[src/rtl/fw_cfg_chain_ctrl_if.sv]
// rtl/fw_cfg_chain_ctrl_if.sv - word source, readback sink and config-chain pins of fw_cfg_chain_ctrl
interface fw_cfg_chain_ctrl_if #(
    parameter int ADDR_W = 5
);
    logic              rd_req;
    logic [ADDR_W-1:0] rd_addr;
    logic [31:0]       rd_data;
    logic              rb_we;
    logic [ADDR_W-1:0] rb_addr;
    logic [31:0]       rb_data;
    logic              fw_config_clk;
    logic              fw_config_in;
    logic              fw_config_load;
    logic              fw_config_out;

    modport master (
        output rd_req, rd_addr, rb_we, rb_addr, rb_data,
        output fw_config_clk, fw_config_in, fw_config_load,
        input  rd_data, fw_config_out
    );

    modport slave (
        input  rd_req, rd_addr, rb_we, rb_addr, rb_data,
        input  fw_config_clk, fw_config_in, fw_config_load,
        output rd_data, fw_config_out
    );
endinterface

[src/rtl/fw_cfg_chain_ctrl.sv]
// rtl/fw_cfg_chain_ctrl.sv - config shift-chain sequencer; FW_CFG_CHAIN_READBACK_EN adds fw_config_out capture
module fw_cfg_chain_ctrl #(
    parameter int CNT_W  = 10,
    parameter int DIV_W  = 8,
    parameter int ADDR_W = CNT_W - 5
) (
    input  logic                fw_clk,
    input  logic                fw_rst_n,
    input  logic                start,
    input  logic                abort,
    input  logic                status_clear,
    input  logic [CNT_W-1:0]    bit_count,
    input  logic [DIV_W-1:0]    clk_div,
    input  logic                load_en,
    fw_cfg_chain_ctrl_if.master bus,
    output logic                busy,
    output logic                done,
    output logic                error,
    output logic [CNT_W-1:0]    bits_done
);

    typedef enum logic [2:0] {
        S_IDLE, S_FETCH, S_WAIT, S_LOW, S_HIGH, S_LOAD, S_FIN
    } state_t;

    localparam logic [DIV_W:0]    H_ONE    = (DIV_W+1)'(1);
    localparam logic [CNT_W-1:0]  CNT_ONE  = CNT_W'(1);
    localparam logic [ADDR_W-1:0] ADDR_ONE = ADDR_W'(1);

    state_t            state, state_d;
    logic [CNT_W-1:0]  cnt_q, cnt_d;
    logic [DIV_W-1:0]  div_q, div_d;
    logic              load_q, load_d;
    logic [DIV_W:0]    hcnt, hcnt_d;
    logic [4:0]        bit_pos, bit_pos_d;
    logic [31:0]       word_q, word_d;
    logic [ADDR_W-1:0] rd_addr_q, rd_addr_d;
    logic              rd_req_q, rd_req_d;
    logic              cfg_clk_q, cfg_clk_d;
    logic              cfg_in_q, cfg_in_d;
    logic              cfg_load_q, cfg_load_d;
    logic              busy_d, done_d, error_d;
    logic [CNT_W-1:0]  bits_done_d;
    logic              start_ok;
    logic [DIV_W:0]    h_full;
    logic              abort_now, high_first, high_exit, last_bit;

    assign h_full     = {1'b0, div_q};
    assign abort_now  = abort && (state != S_IDLE);
    assign high_first = (state == S_HIGH) && (hcnt == h_full);
    assign high_exit  = (state == S_HIGH) && (hcnt == '0);
    assign last_bit   = ((bits_done + CNT_ONE) == cnt_q);

    always_ff @(posedge fw_clk or negedge fw_rst_n) begin
        if (!fw_rst_n) state <= S_IDLE;
        else           state <= state_d;
    end

    always_comb begin
        state_d     = state;
        cnt_d       = cnt_q;
        div_d       = div_q;
        load_d      = load_q;
        hcnt_d      = hcnt;
        bit_pos_d   = bit_pos;
        word_d      = word_q;
        rd_addr_d   = rd_addr_q;
        rd_req_d    = 1'b0;
        cfg_clk_d   = cfg_clk_q;
        cfg_in_d    = cfg_in_q;
        cfg_load_d  = cfg_load_q;
        busy_d      = busy;
        bits_done_d = bits_done;
        done_d      = done & ~status_clear;
        error_d     = error & ~status_clear;
        start_ok    = 1'b0;

        unique case (state)
            S_IDLE: begin
                if (start && !abort) begin
                    if (bit_count == '0) begin
                        error_d = 1'b1;
                    end else begin
                        start_ok    = 1'b1;
                        state_d     = S_FETCH;
                        busy_d      = 1'b1;
                        rd_req_d    = 1'b1;
                        rd_addr_d   = '0;
                        bits_done_d = '0;
                        cnt_d       = bit_count;
                        div_d       = clk_div;
                        load_d      = load_en;
                    end
                end
            end
            S_FETCH: state_d = S_WAIT;
            S_WAIT: begin
                word_d    = bus.rd_data;
                bit_pos_d = 5'd31;
                cfg_in_d  = bus.rd_data[31];
                hcnt_d    = h_full;
                state_d   = S_LOW;
            end
            S_LOW: begin
                if (hcnt == '0) begin
                    state_d   = S_HIGH;
                    cfg_clk_d = 1'b1;
                    hcnt_d    = h_full;
                end else begin
                    hcnt_d = hcnt - H_ONE;
                end
            end
            S_HIGH: begin
                if (high_exit) begin
                    cfg_clk_d   = 1'b0;
                    bits_done_d = bits_done + CNT_ONE;
                    if (last_bit) begin
                        if (load_q) begin
                            state_d    = S_LOAD;
                            cfg_load_d = 1'b0;
                            hcnt_d     = {div_q, 1'b1};
                        end else begin
                            state_d  = S_FIN;
                            cfg_in_d = 1'b0;
                        end
                    end else if (bit_pos == 5'd0) begin
                        state_d   = S_FETCH;
                        rd_req_d  = 1'b1;
                        rd_addr_d = rd_addr_q + ADDR_ONE;
                    end else begin
                        state_d   = S_LOW;
                        bit_pos_d = bit_pos - 5'd1;
                        cfg_in_d  = word_q[bit_pos - 5'd1];
                        hcnt_d    = h_full;
                    end
                end else begin
                    hcnt_d = hcnt - H_ONE;
                end
            end
            S_LOAD: begin
                if (hcnt == '0) begin
                    state_d    = S_FIN;
                    cfg_load_d = 1'b1;
                    cfg_in_d   = 1'b0;
                end else begin
                    hcnt_d = hcnt - H_ONE;
                end
            end
            S_FIN: begin
                state_d   = S_IDLE;
                done_d    = 1'b1;
                busy_d    = 1'b0;
                rd_addr_d = '0;
            end
            default: state_d = S_IDLE;
        endcase

        // Abort overrides whatever the state decode chose, including a FIN completion.
        if (abort_now) begin
            state_d     = S_IDLE;
            cfg_clk_d   = 1'b0;
            cfg_load_d  = 1'b1;
            cfg_in_d    = 1'b0;
            rd_req_d    = 1'b0;
            rd_addr_d   = '0;
            busy_d      = 1'b0;
            error_d     = 1'b1;
            done_d      = done & ~status_clear;
            bits_done_d = bits_done;
        end
    end

    always_ff @(posedge fw_clk or negedge fw_rst_n) begin
        if (!fw_rst_n) begin
            cnt_q      <= '0;
            div_q      <= '0;
            load_q     <= 1'b0;
            hcnt       <= '0;
            bit_pos    <= '0;
            word_q     <= '0;
            rd_addr_q  <= '0;
            rd_req_q   <= 1'b0;
            cfg_clk_q  <= 1'b0;
            cfg_in_q   <= 1'b0;
            cfg_load_q <= 1'b1;
            busy       <= 1'b0;
            done       <= 1'b0;
            error      <= 1'b0;
            bits_done  <= '0;
        end else begin
            cnt_q      <= cnt_d;
            div_q      <= div_d;
            load_q     <= load_d;
            hcnt       <= hcnt_d;
            bit_pos    <= bit_pos_d;
            word_q     <= word_d;
            rd_addr_q  <= rd_addr_d;
            rd_req_q   <= rd_req_d;
            cfg_clk_q  <= cfg_clk_d;
            cfg_in_q   <= cfg_in_d;
            cfg_load_q <= cfg_load_d;
            busy       <= busy_d;
            done       <= done_d;
            error      <= error_d;
            bits_done  <= bits_done_d;
        end
    end

    assign bus.rd_req         = rd_req_q;
    assign bus.rd_addr        = rd_addr_q;
    assign bus.fw_config_clk  = cfg_clk_q;
    assign bus.fw_config_in   = cfg_in_q;
    assign bus.fw_config_load = cfg_load_q;

`ifdef FW_CFG_CHAIN_READBACK_EN
    logic [31:0]       rb_word, rb_word_s;
    logic              rb_we_q;
    logic [ADDR_W-1:0] rb_addr_q;
    logic [31:0]       rb_data_q;

    // With H=1 the sample and the HIGH exit share an edge, so the write uses the merged word.
    always_comb begin
        rb_word_s = rb_word;
        if (high_first) rb_word_s[bit_pos] = bus.fw_config_out;
    end

    always_ff @(posedge fw_clk or negedge fw_rst_n) begin
        if (!fw_rst_n) begin
            rb_word   <= '0;
            rb_we_q   <= 1'b0;
            rb_addr_q <= '0;
            rb_data_q <= '0;
        end else begin
            rb_we_q <= 1'b0;
            if (start_ok) begin
                rb_word <= '0;
            end else if (high_exit && !abort_now && (last_bit || bit_pos == 5'd0)) begin
                rb_we_q   <= 1'b1;
                rb_addr_q <= rd_addr_q;
                rb_data_q <= rb_word_s;
                rb_word   <= '0;
            end else if (high_first) begin
                rb_word <= rb_word_s;
            end
        end
    end

    assign bus.rb_we   = rb_we_q;
    assign bus.rb_addr = rb_addr_q;
    assign bus.rb_data = rb_data_q;
`else
    assign bus.rb_we   = 1'b0;
    assign bus.rb_addr = '0;
    assign bus.rb_data = '0;
    wire unused_rb = &{1'b0, bus.fw_config_out, start_ok, high_first};
`endif

endmodule

[src/flat_wrapper.sv]
// flat-port wrapper written by rule: the top's interface ports become plain ports
module fw_cfg_chain_ctrl_flat 
#(
    parameter int CNT_W  = 10,
    parameter int DIV_W  = 8,
    parameter int ADDR_W = CNT_W - 5
)
  (fw_clk, fw_rst_n, start, abort, status_clear, bit_count, clk_div, load_en, busy, done, error, bits_done, bus_rd_req, bus_rd_addr, bus_rb_we, bus_rb_addr, bus_rb_data, bus_fw_config_clk, bus_fw_config_in, bus_fw_config_load, bus_rd_data, bus_fw_config_out);
  fw_cfg_chain_ctrl_if #(.ADDR_W(ADDR_W)) bus_i ();
  input  logic fw_clk;
  input  logic fw_rst_n;
  input  logic start;
  input  logic abort;
  input  logic status_clear;
  input  logic [CNT_W-1:0] bit_count;
  input  logic [DIV_W-1:0] clk_div;
  input  logic load_en;
  output logic busy;
  output logic done;
  output logic error;
  output logic [CNT_W-1:0] bits_done;
  output wire logic [$bits(bus_i.rd_req)-1:0] bus_rd_req;
  output wire logic [$bits(bus_i.rd_addr)-1:0] bus_rd_addr;
  output wire logic [$bits(bus_i.rb_we)-1:0] bus_rb_we;
  output wire logic [$bits(bus_i.rb_addr)-1:0] bus_rb_addr;
  output wire logic [$bits(bus_i.rb_data)-1:0] bus_rb_data;
  output wire logic [$bits(bus_i.fw_config_clk)-1:0] bus_fw_config_clk;
  output wire logic [$bits(bus_i.fw_config_in)-1:0] bus_fw_config_in;
  output wire logic [$bits(bus_i.fw_config_load)-1:0] bus_fw_config_load;
  input wire logic [$bits(bus_i.rd_data)-1:0] bus_rd_data;
  input wire logic [$bits(bus_i.fw_config_out)-1:0] bus_fw_config_out;
  assign bus_rd_req = bus_i.rd_req;
  assign bus_rd_addr = bus_i.rd_addr;
  assign bus_rb_we = bus_i.rb_we;
  assign bus_rb_addr = bus_i.rb_addr;
  assign bus_rb_data = bus_i.rb_data;
  assign bus_fw_config_clk = bus_i.fw_config_clk;
  assign bus_fw_config_in = bus_i.fw_config_in;
  assign bus_fw_config_load = bus_i.fw_config_load;
  assign bus_i.rd_data = bus_rd_data;
  assign bus_i.fw_config_out = bus_fw_config_out;
  fw_cfg_chain_ctrl #(.CNT_W(CNT_W), .DIV_W(DIV_W), .ADDR_W(ADDR_W)) u_core (.fw_clk(fw_clk), .fw_rst_n(fw_rst_n), .start(start), .abort(abort), .status_clear(status_clear), .bit_count(bit_count), .clk_div(clk_div), .load_en(load_en), .bus(bus_i), .busy(busy), .done(done), .error(error), .bits_done(bits_done));
endmodule
[config.mk]
export PLATFORM = sky130hd
export DESIGN_NAME = fw_cfg_chain_ctrl_flat
export DESIGN_NICKNAME = d
export VERILOG_FILES = /design/src/rtl/fw_cfg_chain_ctrl_if.sv /design/src/rtl/fw_cfg_chain_ctrl.sv /design/src/flat_wrapper.sv
export SDC_FILE = /design/constraint.sdc
export NUM_CORES = 1
export LEC_CHECK = 0
export CORE_UTILIZATION = 52
export CTS_CLUSTER_SIZE = 8
export DETAILED_ROUTE_END_ITERATION = 8
export PLACE_DENSITY = 0.81
export SETUP_SLACK_MARGIN = 0.4
export SKIP_LAST_GASP = 1
export SYNTH_ARGS = -nofsm -noshare
export SYNTH_HDL_FRONTEND = slang
export SYNTH_SLANG_ARGS = --single-unit
[constraint.sdc]
create_clock -name fw_clk -period 4 [get_ports fw_clk]
set_input_delay 1.2 -clock fw_clk [delete_from_list [all_inputs] [get_ports fw_clk]]
set_output_delay 1.2 -clock fw_clk [all_outputs]
set_load 0.02 [all_outputs]
## After elaboration in Yosys (flattened, before gate mapping)

Index checks and enable logic that the tools add are counted.

| storage, ports and cells | value |
|---|---|
| input bits | 57 |
| flip-flop bits (word level) | 90 |
| memory bits (read-only) | 0 |
| bits in writable memories | 0 |
| output and inout port bits | 60 |
| memories | 0 |
| bits in latches | 0 |

| operators by class | value |
|---|---|
| bitwise operators | 5 |
| multipliers | 0 |
| reduce and logical (&&, ||, !) cells | 27 |
| muxes and demuxes | 67 |
| divide/modulo/power cells | 0 |
| shift-type cells | 0 |
| $lt $le $gt $ge | 1 |
| equal/unequal tests | 26 |
| add/sub/neg operators | 4 |

Operators with widths:

| cell | number |
|---|---|
| 2-to-1 mux 9 bit | 6 |
| 2-to-1 mux 5 bit | 9 |
| one-hot mux 9 bit (4 select lines) | 1 |
| 2-to-1 mux 10 bit | 3 |
| 2-to-1 mux 1 bit | 29 |
| 2-to-1 mux 3 bit | 7 |
| one-hot mux 10 bit (2 select lines) | 1 |
| AND reduction 5 bit | 4 |
| inequality test 3 x 1 -> 1 bit (second input constant) | 6 |
| one-hot mux 3 bit (6 select lines) | 1 |
| one-hot mux 5 bit (3 select lines) | 1 |
| nonzero test 3 bit | 4 |
| nonzero test 4 bit | 3 |
| adder 10 x 1 -> 10 bit (second input constant) | 1 |
| equality test 10 bit | 1 |
| logical NOT 10 bit | 1 |
| one-hot mux 5 bit (2 select lines) | 1 |
| equality test 3 bit (second input constant) | 3 |
| logical NOT 9 bit | 1 |
| inequality test 3 x 2 -> 1 bit (second input constant) | 3 |
| AND reduction 3 bit | 3 |
| subtractor 9 x 1 -> 9 bit (second input constant) | 1 |
| inequality test 2 bit (second input constant) | 4 |
| inequality test 4 bit (second input constant) | 2 |
| other kinds (21) | 34 |

## Logic depth before layout (Yosys ltp)

| logic depth | value |
|---|---|
| depth after elaboration | 8 |
| gate-level depth with buffers | 11 |

## Worst setup path after synthesis

Ideal clock, no wire load.

| path | value |
|---|---|
| kind | register to register |
| start point | register u_core.bit_pos[0] |
| end point | register u_core.cfg_in_q, in the netlist u_core.bus.fw_config_in |
| period minus slack after synthesis | 3006 ps |
| setup slack | 994 ps |
| cell stages (with the launch flop) | 11 |
| arrival | 2882 ps |
| buffers on the path | 2 |
| setup time | 125 ps |
| cell sequence | dfrtp_1 -> buf_1 -> inv_1 -> ha_1 -> buf_1 -> mux4_2 -> mux4_2 -> mux2_2 -> nand2_1 -> o21ai_0 -> mux2_2 |

| on the way | value |
|---|---|
| longest elaborated chain between the ends | 8 |
| elaborated cells on any way between the ends | 11 |
| classes of those cells | 1 x add/sub; 1 x eq/ne; 7 x mux; 2 x reduce/logical |

Ends and longest elaborated chain:

| what | line | source |
|---|---|---|
| from (decl) | fw_cfg_chain_ctrl.sv:35 | `logic [4:0] bit_pos, bit_pos_d;` |
| from (signal assigned) | fw_cfg_chain_ctrl.sv:195 | `bit_pos <= bit_pos_d;` |
| subtractor 5 x 1 -> 5 bit | fw_cfg_chain_ctrl.sv:133 | `cfg_in_d = word_q[bit_pos - 5'd1];` |
| binary-select mux 1 bit (select 5 bit) | fw_cfg_chain_ctrl.sv:133 |  |
| 2-to-1 mux 1 bit (implied by the code) | fw_cfg_chain_ctrl.sv:133 |  |
| 2-to-1 mux 1 bit | fw_cfg_chain_ctrl.sv:126 | `end else if (bit_pos == 5'd0) begin` |
| 2-to-1 mux 1 bit | fw_cfg_chain_ctrl.sv:117 | `if (last_bit) begin` |
| 2-to-1 mux 1 bit | fw_cfg_chain_ctrl.sv:114 | `if (high_exit) begin` |
| one-hot mux 1 bit (3 select lines) | fw_cfg_chain_ctrl.sv:78 | `unique case (state)` |
| 2-to-1 mux 1 bit | fw_cfg_chain_ctrl.sv:159 | `if (abort_now) begin` |
| to (signal assigned) | fw_cfg_chain_ctrl.sv:200 | `cfg_in_q <= cfg_in_d;` |
| to (decl) | fw_cfg_chain_ctrl.sv:40 | `logic cfg_in_q, cfg_in_d;` |

Parallel ways exist; a longest one is shown, timed or not. The select of a mux whose other input is x is not followed.
A chain may end at the register's enable or synchronous reset.

## Worst setup path after layout

| path | value |
|---|---|
| start point | register u_core.bits_done[0] |
| end point | register u_core.hcnt[8] |

| on the way | value |
|---|---|
| longest elaborated chain between the ends | 5 |
| elaborated cells on any way between the ends | 8 |
| classes of those cells | 1 x add/sub; 3 x eq/ne; 3 x mux; 1 x reduce/logical |

Ends and longest elaborated chain:

| what | line | source |
|---|---|---|
| from (decl) | fw_cfg_chain_ctrl.sv:19 | `output logic [CNT_W-1:0] bits_done` |
| from (signal assigned) | fw_cfg_chain_ctrl.sv:205 | `bits_done <= bits_done_d;` |
| adder 10 x 1 -> 10 bit * | fw_cfg_chain_ctrl.sv:52 | `assign last_bit = ((bits_done + CNT_ONE) == cnt_q);` |
| equality test 10 bit * | fw_cfg_chain_ctrl.sv:52 |  |
| 2-to-1 mux 9 bit | fw_cfg_chain_ctrl.sv:117 |  |
| 2-to-1 mux 9 bit | fw_cfg_chain_ctrl.sv:114 |  |
| one-hot mux 9 bit (4 select lines) | fw_cfg_chain_ctrl.sv:78 |  |
| to (signal assigned) | fw_cfg_chain_ctrl.sv:194 | `hcnt <= hcnt_d;` |
| to (decl) | fw_cfg_chain_ctrl.sv:34 | `logic [DIV_W:0] hcnt, hcnt_d;` |

Mark *: on every way between the ends. The rest lies on a longest branch, timed or not.

==> metrics <==
status finished clean; Syn Inst Count 587; Crit Path Max Fanout 15; post_cts resized 0; Sink Count 90; Post-Route M1 WL 5370 microns; Die Span X 106 microns; IO buf count 77; setup_tns 0 ns; Final Core Density 62.8%; Nets 714; Final Skew 0.0131 ns; design area 6540 sq um; Num CTS Buffers 9; Worst Reg2Reg Path Length in Cells 9; GPL Wtd Cong 0.914; Main synth FF type dfrtp_1; area delta synth->final 16.2%; DR WL/cell 16.9 microns; clk buf depth 2; smallest hold slack 0.511 ns; Critical Path AT 3.63 ns; Slew Viols, Final 0; Post-synth EDFFs 0; adder-cell share of the synthesized area 0.889%; Hold Crit Depth 1; layout cells sized above 1 14.6%; DRT iter0 DRCs 341; CP Buf/Inv Count 0; H-tree levels 3; main combinational cell family by area after synthesis compound AO/OA/AOI/OAI gates; antenna violations before repair 0; Mean Syn Cell Area 9.59 sq um; WL met2 6560 microns; CP delay by family, top simple AND/OR/NAND/NOR gates; fin crit period 3.37 ns; Worst Hold End u_core.word_q[8]; P_leak 2.71 nW; CP Launch Type flop; first-pass iteration count of the detailed router 5; final setup vio count 0; Crit. End Element flop; post-synthesis mux area share 13.4%; Cell Chain, Critical Path ha_1 -> nand3_1 -> nor2_1 -> xnor2_1 -> nand4_1 -> or4_4 -> a31oi_4 -> nor3_1 -> or3_1; Post-Synthesis Cell Area 5630 sq um; Worst Tran Pin Value 0.662 ns; Rows 37; WP data required 4.26 ns; io pins 117; #FFs+latches synth 90; GRT Total Usage 25.0%; Starting Density 54.1%; simple-gate share of the synthesized area 14.6%; antenna-violating nets left 0; hold path startpoint u_core.word_q[8]; TritonCTS clock tree done; worst stage delay on the critical path 0.54 ns; CP Class reg -> reg; core area 10,400 sq um; XOR/XNOR share of the synthesized area 3.73%; vias 4,785; Hold Path Class reg -> reg; post-synthesis compound-gate area fraction 17.8%; maxcap violations 0; routed wl met3 1040 microns; Post-CTS Hold Fix Bufs 0; synth unique cells 70; root buffer cell clkbuf_8; RSZ-0062 raised after global routing no; Cell Pwr Density 580 nW/um^2; Seq/Total Area, Yosys 40.0%; Vias/cell 6.03; Final Hold Vio Count 0; number of global-route vias before repair 4,480; r2r setup slk 0.63 ns; slowest CP cell dfrtp_1; RR Endpoint u_core.hcnt[8]; Async SR Flop Fraction 100%; DPL Wire Length 9510 microns; clk slew on worst S/H paths 0.09 ns; first-pass GRT wire length 22,100 microns; Highest Signal Layer met4; Reg2Reg Launch Point u_core.bits_done[0]; Synthesis Warnings 0; final worst path period share 84.3%; Post-DP Area 6350 sq um; Detailed Route WL 13,400 microns; Antenna diodes 0; Rel. slew slack 55.4%; Max Freq 297 MHz; DRC violation count after routing 0; largest net degree at the start of global routing 91; VDD IR max 0.000426 V; die height 106 microns; Worst-Skew Late Latency 0.37 ns; Setup Buffers After CTS 0; Die ar. 11,200 sq um; grt ovf 0
-- power breakdown --
| group | switching [mW] | internal, mW |
|---|---|---|
| sequential | 0.296 | 1.24 |
| clock | 0.322 | 0.307 |
| combinational | 0.873 | 0.761 |
| total | 1.49 | 2.30 |
-- cells in the final DEF, fill, tap and decap left out, types with 5 or more instances in the layout --
cell type / count
o21ai_0: 45
nor3_1: 10
mux2i_1: 8
buf_4: 13
nand3_1: 11
nand2b_1: 7
mux2_2: 39
inv_1: 17
xor2_1: 9
dfrtp_1: 89
clkbuf_8: 10
nand2_1: 77
xnor2_1: 15
o31ai_1: 7
a31oi_1: 9
o22ai_1: 5
a22o_1: 11
a21oi_1: 27
a21o_1: 7
a311oi_1: 5
nor2_1: 37
a211oi_1: 8
mux4_2: 10
conb_1: 38
clkdlybuf4s50_1: 76
-- worst register-to-register path, cell delays in order, from the launching register on --
cell     delay [ns]
dfrtp_1        0.54
ha_1           0.40
nand3_1        0.21
nor2_1         0.25
xnor2_1        0.15
nand4_1        0.30
or4_4          0.54
a31oi_4        0.47
nor3_1         0.09
or3_1          0.31
-- layout make-up --
cell class,count,area [sq um]
clock buffer,12,145
clock inverter,4,51.3
fill,864,3870
inverter,17,63.8
multi-input combinational,445,2980
sequential,90,2250
tap,136,170
timing repair buffer,90,878
-- cells by family after synthesis --
family,after synthesis
multiplexers,58
AND/OR/NAND/NOR,172
other,1
AO/OA/AOI/OAI,149
flip-flops,90
XOR/XNOR,24
buffers and inverters,89
adder cells (fa/ha/maj),4
-- per-layer routing --
layer / global-route usage, % / up-vias
li1: - / 2163
met1: 32.1 / 2310
met2: 40.5 / 266
met3: 4.05 / 46
met4: 14.0 / 0
met5: 0 / -
-- stage by stage --
step	setup slack [ns]	cells	power, mW
floorplan	0.994	624	2.71
global placement	0.678	778	3.05
detailed placement	0.651	778	3.14
CTS	0.671	794	3.78
global route	0.474	794	4.04
finish	0.627	794	3.80
-- worst max path at each step --
stage	startpoint	slack (ns)	end	depth (start not counted)
after global placement	abort	0.68	u_core.bits_done[5]	7
final	u_core.bits_done[0]	0.63	u_core.hcnt[8]	9
after global routing	u_core.bits_done[0]	0.47	u_core.hcnt[8]	9
after CTS	u_core.bits_done[0]	0.67	u_core.hcnt[8]	9
after floorplan	u_core.bit_pos[0]	0.99	u_core.bus.fw_config_in	10
after detailed placement	abort	0.65	u_core.bits_done[0]	7
-- sequential cells by signal (all words and copies together), names as in the netlist --
name                       flops
u_core.bit_pos                 5
u_core.bits_done              10
u_core.bus.fw_config_clk       1
u_core.bus.fw_config_in        1
u_core.bus.fw_config_load      1
u_core.bus.rd_addr             5
u_core.bus.rd_req              1
u_core.busy                    1
u_core.cnt_q                  10
u_core.div_q                   8
u_core.done                    1
u_core.error                   1
u_core.hcnt                    9
u_core.load_q                  1
u_core.state                   3
u_core.word_q                 32
-- cells in the mapped netlist (9+ instances only) --
master     n  area share (%)
a21oi_1   27             2.4
a22o_1    11             1.7
a31oi_1    9             1.0
buf_4     39             5.2
clkbuf_1  23             1.5
dfrtp_1   89              40
inv_1     17             1.1
mux2_2    39             7.8
mux4_2    10             4.0
nand2_1   77             5.1
nand3_1   11            0.98
nor2_1    38             2.5
nor3_1    10            0.89
o21ai_0   45             4.0
xnor2_1   15             2.3
xor2_1     9             1.4
Power figures use the tool's default switching activity.
